<file path="src/rtl/noc_pkg.sv">
// Shared flit types for the NoC merge/decode stages.
// A tagged flit carries its data plus the 1-bit input it arrived on.
package noc_pkg;
  localparam int FLIT_W   = 9;
  localparam int ADDR_MSB = 8;
  localparam int ADDR_LSB = 5;

  typedef logic [FLIT_W-1:0] flit_t;
  typedef logic              src_t;

  typedef struct packed {
    src_t  src;
    flit_t data;
  } tagged_flit_t;
endpackage

</file>
<file path="src/rtl/noc_flit_fifo.sv">
// Small FIFO of tagged flits; the head entry is read straight from registered storage.
import noc_pkg::*;

module noc_flit_fifo #(
  parameter int DEPTH = 2
) (
  input  logic                     CLK,
  input  logic                     RESET,
  input  logic                     push,
  input  tagged_flit_t             wdata,
  input  logic                     pop,
  output tagged_flit_t             rdata,
  output logic                     full,
  output logic                     empty,
  output logic [$clog2(DEPTH):0]   count
);
  localparam int            PW       = $clog2(DEPTH);
  localparam logic [PW:0]   FULL_CNT = (PW+1)'(DEPTH);

  tagged_flit_t    mem [DEPTH];
  logic [PW-1:0]   wptr, rptr;
  logic [PW:0]     cnt;
  logic            push_ok, pop_ok;

  assign full    = (cnt == FULL_CNT);
  assign empty   = (cnt == '0);
  assign push_ok = push && !full;
  assign pop_ok  = pop && !empty;
  assign rdata   = mem[rptr];
  assign count   = cnt;

  // Storage is cleared too so the head reads as zero straight out of reset.
  always_ff @(posedge CLK or posedge RESET) begin
    if (RESET) begin
      for (int i = 0; i < DEPTH; i++) mem[i] <= '0;
      wptr <= '0;
      rptr <= '0;
      cnt  <= '0;
    end else begin
      if (push_ok) begin
        mem[wptr] <= wdata;
        wptr      <= wptr + 1'b1;
      end
      if (pop_ok) rptr <= rptr + 1'b1;
      if (push_ok && !pop_ok)      cnt <= cnt + 1'b1;
      else if (!push_ok && pop_ok) cnt <= cnt - 1'b1;
    end
  end
endmodule

</file>
<file path="src/rtl/noc_merge2_rr.sv">
// Two-input round-robin flit merge: arbitrates, tags with source, buffers in a FIFO.
import noc_pkg::*;

module noc_merge2_rr #(
  parameter int W     = 9,
  parameter int DEPTH = 2,
  parameter int CNT_W = 16
) (
  input  logic                    CLK,
  input  logic                    RESET,
  input  logic [W-1:0]            in0_data,
  input  logic                    in0_valid,
  output logic                    in0_ready,
  input  logic [W-1:0]            in1_data,
  input  logic                    in1_valid,
  output logic                    in1_ready,
  output logic [W-1:0]            out_data,
  output logic                    out_valid,
  input  logic                    out_ready,
  output logic                    out_src,
  output logic [$clog2(DEPTH):0]  occupancy,
  output logic [CNT_W-1:0]        grant_cnt0,
  output logic [CNT_W-1:0]        grant_cnt1
);
  logic         ptr;
  logic         full, empty, accept;
  logic         xfer0, xfer1;
  tagged_flit_t wdata, rdata;

  // Accept ignores out_ready on purpose: a full FIFO never takes a flit, even with a pop.
  assign accept = !full && !RESET;

  always_comb begin
    in0_ready = 1'b0;
    in1_ready = 1'b0;
    if (in0_valid && in1_valid) begin
      if (ptr) in1_ready = accept;
      else     in0_ready = accept;
    end else begin
      in0_ready = in0_valid && accept;
      in1_ready = in1_valid && accept;
    end
  end

  assign xfer0      = in0_valid && in0_ready;
  assign xfer1      = in1_valid && in1_ready;
  assign wdata.src  = xfer1;
  assign wdata.data = xfer1 ? in1_data : in0_data;

  always_ff @(posedge CLK or posedge RESET) begin
    if (RESET) begin
      ptr        <= 1'b0;
      grant_cnt0 <= '0;
      grant_cnt1 <= '0;
    end else begin
      if (xfer0) begin
        ptr        <= 1'b1;
        grant_cnt0 <= grant_cnt0 + 1'b1;
      end else if (xfer1) begin
        ptr        <= 1'b0;
        grant_cnt1 <= grant_cnt1 + 1'b1;
      end
    end
  end

  noc_flit_fifo #(.DEPTH(DEPTH)) u_fifo (
    .CLK   (CLK),
    .RESET (RESET),
    .push  (xfer0 || xfer1),
    .wdata (wdata),
    .pop   (out_ready),
    .rdata (rdata),
    .full  (full),
    .empty (empty),
    .count (occupancy)
  );

  assign out_valid = !empty;
  assign out_data  = rdata.data;
  assign out_src   = rdata.src;
endmodule

</file>
<file path="config.mk">
export PLATFORM = sky130hd
export DESIGN_NAME = noc_merge2_rr
export DESIGN_NICKNAME = d
export VERILOG_FILES = /design/src/rtl/noc_pkg.sv /design/src/rtl/noc_flit_fifo.sv /design/src/rtl/noc_merge2_rr.sv
export SDC_FILE = /design/constraint.sdc
export NUM_CORES = 1
export LEC_CHECK = 0
export CAP_MARGIN = 10
export CORE_ASPECT_RATIO = 1.5
export CORE_UTILIZATION = 40
export DETAILED_ROUTE_END_ITERATION = 8
export HOLD_SLACK_MARGIN = 0.12
export MAX_ROUTING_LAYER = met4
export PLACE_DENSITY = 0.72
export RECOVER_POWER = 25
export SLEW_MARGIN = 20
export SYNTH_ARGS = -nofsm -noshare
export SYNTH_HDL_FRONTEND = slang
export SYNTH_SLANG_ARGS = --single-unit
</file>
<file path="constraint.sdc">
create_clock -name CLK -period 7.76 [get_ports CLK]
set_clock_uncertainty 0.2 [all_clocks]
set_input_delay 0.776 -clock CLK [delete_from_list [all_inputs] [get_ports CLK]]
set_output_delay 0.776 -clock CLK [all_outputs]
set_load 0.02 [all_outputs]
</file>
After elaboration in Yosys (flattened, before gate mapping)
Cells that the tools add are included.
Storage, ports and cells
  register bits after elaboration: 57
  input port bits: 23
  output and inout bits: 47
  logic and storage cells: 59
Cells by class
  add/subtract/negate cells: 6
  order comparisons: 3
  equality and inequality tests: 1
  muxes and demuxes: 15
  bitwise logic cells: 3
  reduce and logical (&&, ||, !) cells: 21
Operators with widths (number)
  two-way mux 10 bit: 4
  adder 16 x 1 -> 16 bit, second input constant: 2
  bitwise mux 20 bit: 1
  logical AND 1 bit: 11
  demux 10 bit (select 1 bit): 1
  two-way mux 9 bit: 1
  two-way mux 1 bit: 6
  zero test 1 bit: 5
  greater-or-equal comparator 2 bit, second input constant: 2
  two-way mux 2 bit: 2
  inverter 1 -> 2 bit: 2
  nonzero test 2 bit: 2
  adder 1 bit, second input constant: 2
  adder 2 x 1 -> 2 bit, second input constant: 1
  == test 2 bit, second input constant: 1
  zero test 2 bit: 1
  < comparator 2 x 1 -> 1 bit, second input constant: 1
  AND reduction 2 bit: 1
  subtractor 2 x 1 -> 2 bit, second input constant: 1
  logical OR 1 bit: 1
  inverter 1 bit: 1

Depth between registers and ports, before layout
Gate-level depths: netlist of the first run.
  word-level depth: 12
  gate-level depth with buffers: 6
  mapped depth without buffers: 6

Modules after synthesis
Synthesis of the first run repeated with hierarchy kept, for this count alone.
Second synthesis, totals
  cell total of the unflattened synthesis: 241
  area total of the unflattened synthesis: 2731.4 um2
Modules (own cells, without submodules)
  noc_merge2_rr: times used 1, cells an instance 169, area each 1647.8 um2
  noc_flit_fifo: times used 1, cells an instance 72, area each 1083.5 um2

Least setup slack after synthesis of the first run
No wires, ideal clock.
  path type: input -> output
  start: input RESET
  end: output in1_ready
  data arrival time: 2.718 ns
  path slack: 4.066 ns
  stages: 4
  buffers on the path: 2
  cell sequence: inv_1 o2111a_1 buf_6 buf_6
On the way
  longest elaborated chain between the ends: 4
RTL lines
  from (decl): RTL line noc_merge2_rr.sv:10  | input logic RESET,
  zero test 1 bit (no source line) *
  logical AND 1 bit *: RTL line noc_merge2_rr.sv:31  | assign accept = !full && !RESET;
  two-way mux 1 bit or logical AND 1 bit (tied branches): RTL line noc_merge2_rr.sv:37, noc_merge2_rr.sv:41
  two-way mux 1 bit *: RTL line noc_merge2_rr.sv:36  | if (in0_valid && in1_valid) begin
  to (decl): RTL line noc_merge2_rr.sv:16  | output logic in1_ready,
Mark *: on every way between the ends. The rest lies on a longest branch, timed or not.

Worst setup path in the final report of the first run
Ends and elaborated chain as after synthesis.

==> results of run 1 <==
[flip-flops by register name (all words and copies together), names as in the netlist]
signal and cells:
grant_cnt1 16, u_fifo.mem 20, u_fifo.wptr 1, u_fifo.count 2
grant_cnt0 16, u_fifo.rptr 1, ptr 1
[power by group]
part           switching [mW]  total (mW)  internal, mW
logic                   0.228       0.469         0.241
clock network           0.107       0.238         0.132
registers              0.0874       0.472         0.385
[worst min-delay path by stage]
stage | slack [ns] | to | depth (start not counted)
after detailed placement | 0.27 | grant_cnt1[15] | 1
after floorplan | 0.25 | u_fifo.mem[0] | 2
after global routing | 0.29 | grant_cnt1[15] | 1
after global placement | 0.26 | u_fifo.mem[6] | 2
after CTS | 0.28 | grant_cnt1[15] | 1
final | 0.28 | grant_cnt1[15] | 1
[cell type report]
cell class / instances / area (sq um)
flip-flops and latches: 57 / 1430
clock buffers: 13 / 159
well taps: 76 / 95.1
repair buffers: 72 / 709
fillers: 568 / 2890
inverters: 2 / 7.51
multi-input cells: 160 / 1140
clock inverters: 3 / 15.0
[metrics by stage]
stage / instances / power (mW)
2_1_floorplan: 229 / 0.758
3_3_place_gp: 367 / 0.941
3_5_place_dp: 367 / 0.953
4_1_cts: 383 / 1.20
5_1_grt: 383 / 1.26
6_report: 383 / 1.18
[worst max-delay path, cell delays in order]
cell             delay (ns)
dlygate4sd3_1          0.57
inv_1                  0.78
o2111a_1               0.31
buf_4                  0.33
clkdlybuf4s50_1        0.67
[layer usage]
layer,track usage,up-vias,wire length [um]
li1,-,954,-
met1,0.217,936,2390
met2,0.265,52,2420
met3,0.0439,10,253
met4,0.0785,0,114
met5,-,-,0
[kinds of logic after synthesis]
kind of cell,count (synthesis),synth area share
flip-flops,57,0.538
AO/OA/AOI/OAI,21,0.0444
buffers and inverters,12,0.0302
XOR/XNOR,35,0.116
adder cells (fa/ha/maj),3,0.0142
AND/OR/NAND/NOR,78,0.162
multiplexers,23,0.0949
[cells in the final DEF (no fill, tap or decap)]
cell,count
buf_4,2
ha_1,3
nor2_1,5
mux2_2,11
nand4_1,18
mux2_4,1
nor4b_2,1
or4_4,1
and3_1,7
mux2i_1,9
nand2b_2,1
nand3_1,8
xor2_1,7
xnor2_1,28
nor2b_1,2
mux2_1,2
or2_2,1
nand2_1,25
and2_1,2
o2111ai_1,1
clkbuf_8,11
o2111a_1,1
clkdlybuf4s50_1,66
clkinv_2,3
dlygate4sd3_1,3
clkbuf_1,3
inv_1,2
and4_1,5
a21boi_1,1
o21ai_1,18
nor3_1,2
dfrtp_1,57
==> results.py, run 1 <==
metrics = {
    "run_status": {
        "outcome": "finished with violations",
        "violations": "capacitance limit, slew limit",
    },
    "synth": {
        "synth_cells": 229,
        "netlist.area_leader.share": 0.538,
        "synth_edf_count": 0,
        "synth_top_area_cell": "dfrtp_1",
        "yosysMostFrequentCell": "dfrtp_1",
        "async_flop_share": 1.00,
        "synth_common_cells": "57 x dfrtp_1, 28 x xnor2_1, 25 x nand2_1, 18 x nand4_1, 18 x o21ai_1",
        "ys_seq_elements": 57,
        "yosys_warnings": 0,
        "synth_area_leaders": "dfrtp_1 54%, xnor2_1 9.3%, mux2_2 4.7%, nand4_1 4.3%, nand2_1 3.5%",
        "synthDistinctLibCells": 29,
        "netlist_area_sq_um": 2650,
        "synth_flop_cell": "dfrtp_1",
        "syn_area_per_cell_sq_um": 11.6,
        "syn-num-nets": 255,
        "ys_seq_area_frac": 0.538,
    },
    "final_layout": {
        "drive_above_1_share": 0.104,
        "syn_to_final_growth_pct": 34.2,
        "fin_util": 0.552,
        "antennaDiodeCount": 0,
        "fin_area_sq_um": 3550,
        "nets": 328,
    },
    "global_routing": {
        "grt_pass1_vias": 1893,
        "grt.overflow.total": 0,
        "track_usage": 0.175,
        "antenna_found_initial": 0,
        "grt_max_degree": 33,
        "grt_pass1_wl_um": 8670,
    },
    "critical_path": {
        "reg2reg_setup_slack_ns": 5.87,
        "crit_type": "input port to output port",
        "timing.rr.start": "u_fifo.count[0]",
        "required_ns": 6.78,
        "rr_endpoint": "u_fifo.mem[17]",
        "startpoint_type": "input port",
        "rr_worst_depth": 5,
        "arrival_ns": 3.45,
        "setup.worst_path.end_class": "output port",
        "crit_fanout": 31,
        "startpoint": "RESET",
        "cp-endpoint": "in1_ready",
    },
    "floorplan": {
        "die_y_um": 102,
        "coreArea_sq_um": 6440,
        "die_w_um": 68.4,
        "io-pin-count": 70,
        "rows": 36,
        "start_util": 0.411,
        "die_area_sq_um": 6960,
    },
    "clock_network": {
        "cts_made_buffers": 9,
        "clockBufferDepth": 2,
        "postCtsSetupRepairBufs": 0,
        "clk_pin_slew_ns": 0.06,
        "clk_latency_ns": 0.33,
        "cts_tree": "done",
        "clock_sinks": 57,
        "htreeDepth": 3,
        "postCtsHoldBufs": 0,
        "cts_resized": 0,
        "cts_root_buf": "clkbuf_8",
    },
    "placement": {
        "place_congestion": 0.759,
        "port_buffers": 69,
        "hpwl_um": 3640,
        "placed_area_sq_um": 3380,
        "pre_cts_slack_ns": 3.76,
    },
    "route": {
        "vias_per_cell": 5.10,
        "drt_iter0_drc": 59,
        "wire_per_inst_um": 13.5,
        "drcViolationCount": 0,
        "antenna_left": 0,
        "dr.pass1.iters": 4,
        "via_count": 1952,
        "drt-total-wl_um": 5180,
    },
    "pwr": {
        "irDropWorstVdd_mv": 0.187,
        "power.leakage_nw": 1.51,
        "cellPowerDensity_nw_per_um2": 332,
    },
    "timing": {
        "setup_viol": 0,
        "min_period_over_period": 0.571,
        "setup-tns-final_ns": 0,
        "hold_viol_final": 0,
        "max-slew-margin-rel": -0.126,
        "layout_setup_ws_ns": 3.33,
        "max_freq_mhz": 226,
        "slew_violations": 33,
        "period_needed_ns": 4.43,
        "rsz0062_at_grt": "no",
        "holdWs_ns": 0.278,
        "worst_pin_slew_ns": 1.69,
    },
    "job": {
        "max-cap-violations": 1,
    },
    "worst_hold_path": {
        "hp-class": "flop to flop",
        "holdCritStartpoint": "grant_cnt1[15]",
    },
}
Note: power is estimated with default switching activity, not from simulation.
==> inputs of run 2 (changes only) <==
--- a/config.mk
+++ b/config.mk
@@ -11,7 +11,7 @@
 export DETAILED_ROUTE_END_ITERATION = 8
 export HOLD_SLACK_MARGIN = 0.12
 export MAX_ROUTING_LAYER = met4
-export PLACE_DENSITY = 0.72
+export PLACE_DENSITY = 0.75
 export RECOVER_POWER = 25
 export SLEW_MARGIN = 20
 export SYNTH_ARGS = -nofsm -noshare
==> constraint.sdc (replaced) <==
create_clock -name CLK -period 3.9 [get_ports CLK]
set_clock_uncertainty 0.2 [all_clocks]
set_input_delay 0.39 -clock CLK [delete_from_list [all_inputs] [get_ports CLK]]
set_output_delay 0.39 -clock CLK [all_outputs]
set_load 0.02 [all_outputs]
==> results.py, run 2 (same netlist as run 1, synthesis figures left out) <==
metrics = {
    "clock_network": {
        "postCtsHoldBufs": 0,
        "clk_pin_slew_ns": 0.06,
        "cts_root_buf": "clkbuf_8",
        "postCtsSetupRepairBufs": 0,
        "htreeDepth": 3,
        "cts_resized": 0,
        "cts_tree": "done",
        "clock_sinks": 57,
        "cts_made_buffers": 9,
        "clk_latency_ns": 0.32,
        "clockBufferDepth": 2,
    },
    "final_layout": {
        "final_common_cell": "clkdlybuf4s50_1",
        "fin_util": 0.551,
        "antennaDiodeCount": 0,
        "drive_above_1_share": 0.102,
        "largest_register_ff_count": 20,
        "final_cell_mix": "67 x clkdlybuf4s50_1, 57 x dfrtp_1, 28 x xnor2_1, 25 x nand2_1",
        "fin_cells": 380,
        "reg_top3": "u_fifo.mem x20, grant_cnt0 x16, grant_cnt1 x16",
        "largest_register": "u_fifo.mem",
        "syn_to_final_growth_pct": 34.0,
        "nets": 328,
    },
    "route": {
        "wl_met2_um": 2690,
        "drt-total-wl_um": 5490,
        "via_count": 1935,
        "dr.pass1.iters": 4,
        "drt-met1-wl_um": 2400,
        "drt_iter0_drc": 82,
        "wire_per_inst_um": 14.5,
        "wl_met3_um": 333,
        "antenna_left": 0,
        "vias_per_cell": 5.09,
        "drcViolationCount": 0,
        "top_layer_used": "met4",
    },
    "global_routing": {
        "grt_pass1_wl_um": 8960,
        "track_usage": 0.181,
        "grt.overflow.total": 0,
        "antenna_found_initial": 0,
        "grt_pass1_vias": 1877,
        "grt_max_degree": 34,
    },
    "pwr": {
        "comb_power_share": 0.397,
        "pwr-share-seq": 0.402,
        "p_switching_uw": 830,
        "intPower_mw": 1.52,
        "irDropWorstVdd_mv": 0.367,
        "power.leakage_nw": 1.51,
        "total_power_mw": 2.35,
        "cellPowerDensity_nw_per_um2": 661,
        "clkPwrFrac": 0.201,
        "swShare": 0.354,
    },
    "timing": {
        "max-slew-margin-rel": -0.160,
        "min_period_over_period": 0.780,
        "hold_viol_final": 0,
        "setup_viol": 0,
        "worst_pin_slew_ns": 1.74,
        "setup-tns-final_ns": 0,
        "slew_violations": 34,
        "rsz0062_at_grt": "no",
        "max_freq_mhz": 329,
        "period_needed_ns": 3.04,
    },
    "critical_path": {
        "reg2reg_setup_slack_ns": 1.88,
        "timing.rr.start": "u_fifo.count[0]",
        "required_ns": 3.31,
        "crit_type": "input port to output port",
        "rr_endpoint": "u_fifo.mem[5]",
        "cp-endpoint": "in0_ready",
        "setup.worst_path.end_class": "output port",
        "startpoint_type": "input port",
        "rr_worst_depth": 5,
        "startpoint": "RESET",
        "arrival_ns": 2.45,
        "crit_fanout": 30,
    },
    "floorplan": {
        "die_y_um": 102,
        "die_w_um": 68.4,
        "coreArea_sq_um": 6440,
        "rows": 36,
        "start_util": 0.411,
        "die_area_sq_um": 6960,
        "io-pin-count": 70,
    },
    "worst_hold_path": {
        "hp-class": "flop to flop",
    },
    "placement": {
        "place_congestion": 0.761,
        "port_buffers": 69,
        "hpwl_um": 3860,
        "placed_cells": 367,
    },
    "run_status": {
        "outcome": "finished with violations",
        "violations": "capacitance limit, slew limit",
    },
    "job": {
        "max-cap-violations": 1,
    },
}
-- run 2: worst min-delay path by stage --
stage                   startpoint  cells after the start             end
floorplan            u_fifo.mem[0]                      2   u_fifo.mem[0]
detailed placement  grant_cnt0[15]                      1  grant_cnt0[15]
finish              grant_cnt0[15]                      1  grant_cnt0[15]
global placement     u_fifo.mem[7]                      2   u_fifo.mem[7]
global route           u_fifo.wptr                      1     u_fifo.wptr
CTS                 grant_cnt0[15]                      1  grant_cnt0[15]
-- run 2: per-stage QoR --
step	hold slack (ns)	worst slack [ns]	cell area, sq um
finish	0.277	0.859	3550
global route	0.312	0.527	3550
CTS	0.275	0.927	3550
detailed placement	0.267	0.954	3380
global placement	0.261	0.966	3380
floorplan	0.250	0.891	2650
-- run 2: area by class of cell --
cell class | count | area [sq um]
Clock buffer | 13 | 169
Fill cell | 578 | 2890
Inverter | 2 | 7.51
Multi-Input combinational cell | 160 | 1140
Sequential cell | 57 | 1430
Tap cell | 76 | 95.1
Timing Repair Buffer | 72 | 709
-- run 2: critical path: stages --
cell and delay [ns]:
dlygate4sd3_1 0.58, inv_2 0.45, and3_1 0.38, clkdlybuf4s50_1 0.65
-- run 2: metal layers --
metal	GRT usage	vias to the layer above
li1	-	956
met1	0.216	919
met2	0.281	53
met3	0.0541	7
met4	0.0673	0
met5	-	-
-- run 2: power groups by stage --
stage	clock network, mW	logic (mW)	registers (mW)
final	0.473	0.931	0.943
after global routing	0.516	1.02	0.969
after CTS	0.488	0.943	0.948
after detailed placement	0	0.938	0.956
after global placement	0	0.926	0.947
after floorplan	0	0.544	0.964
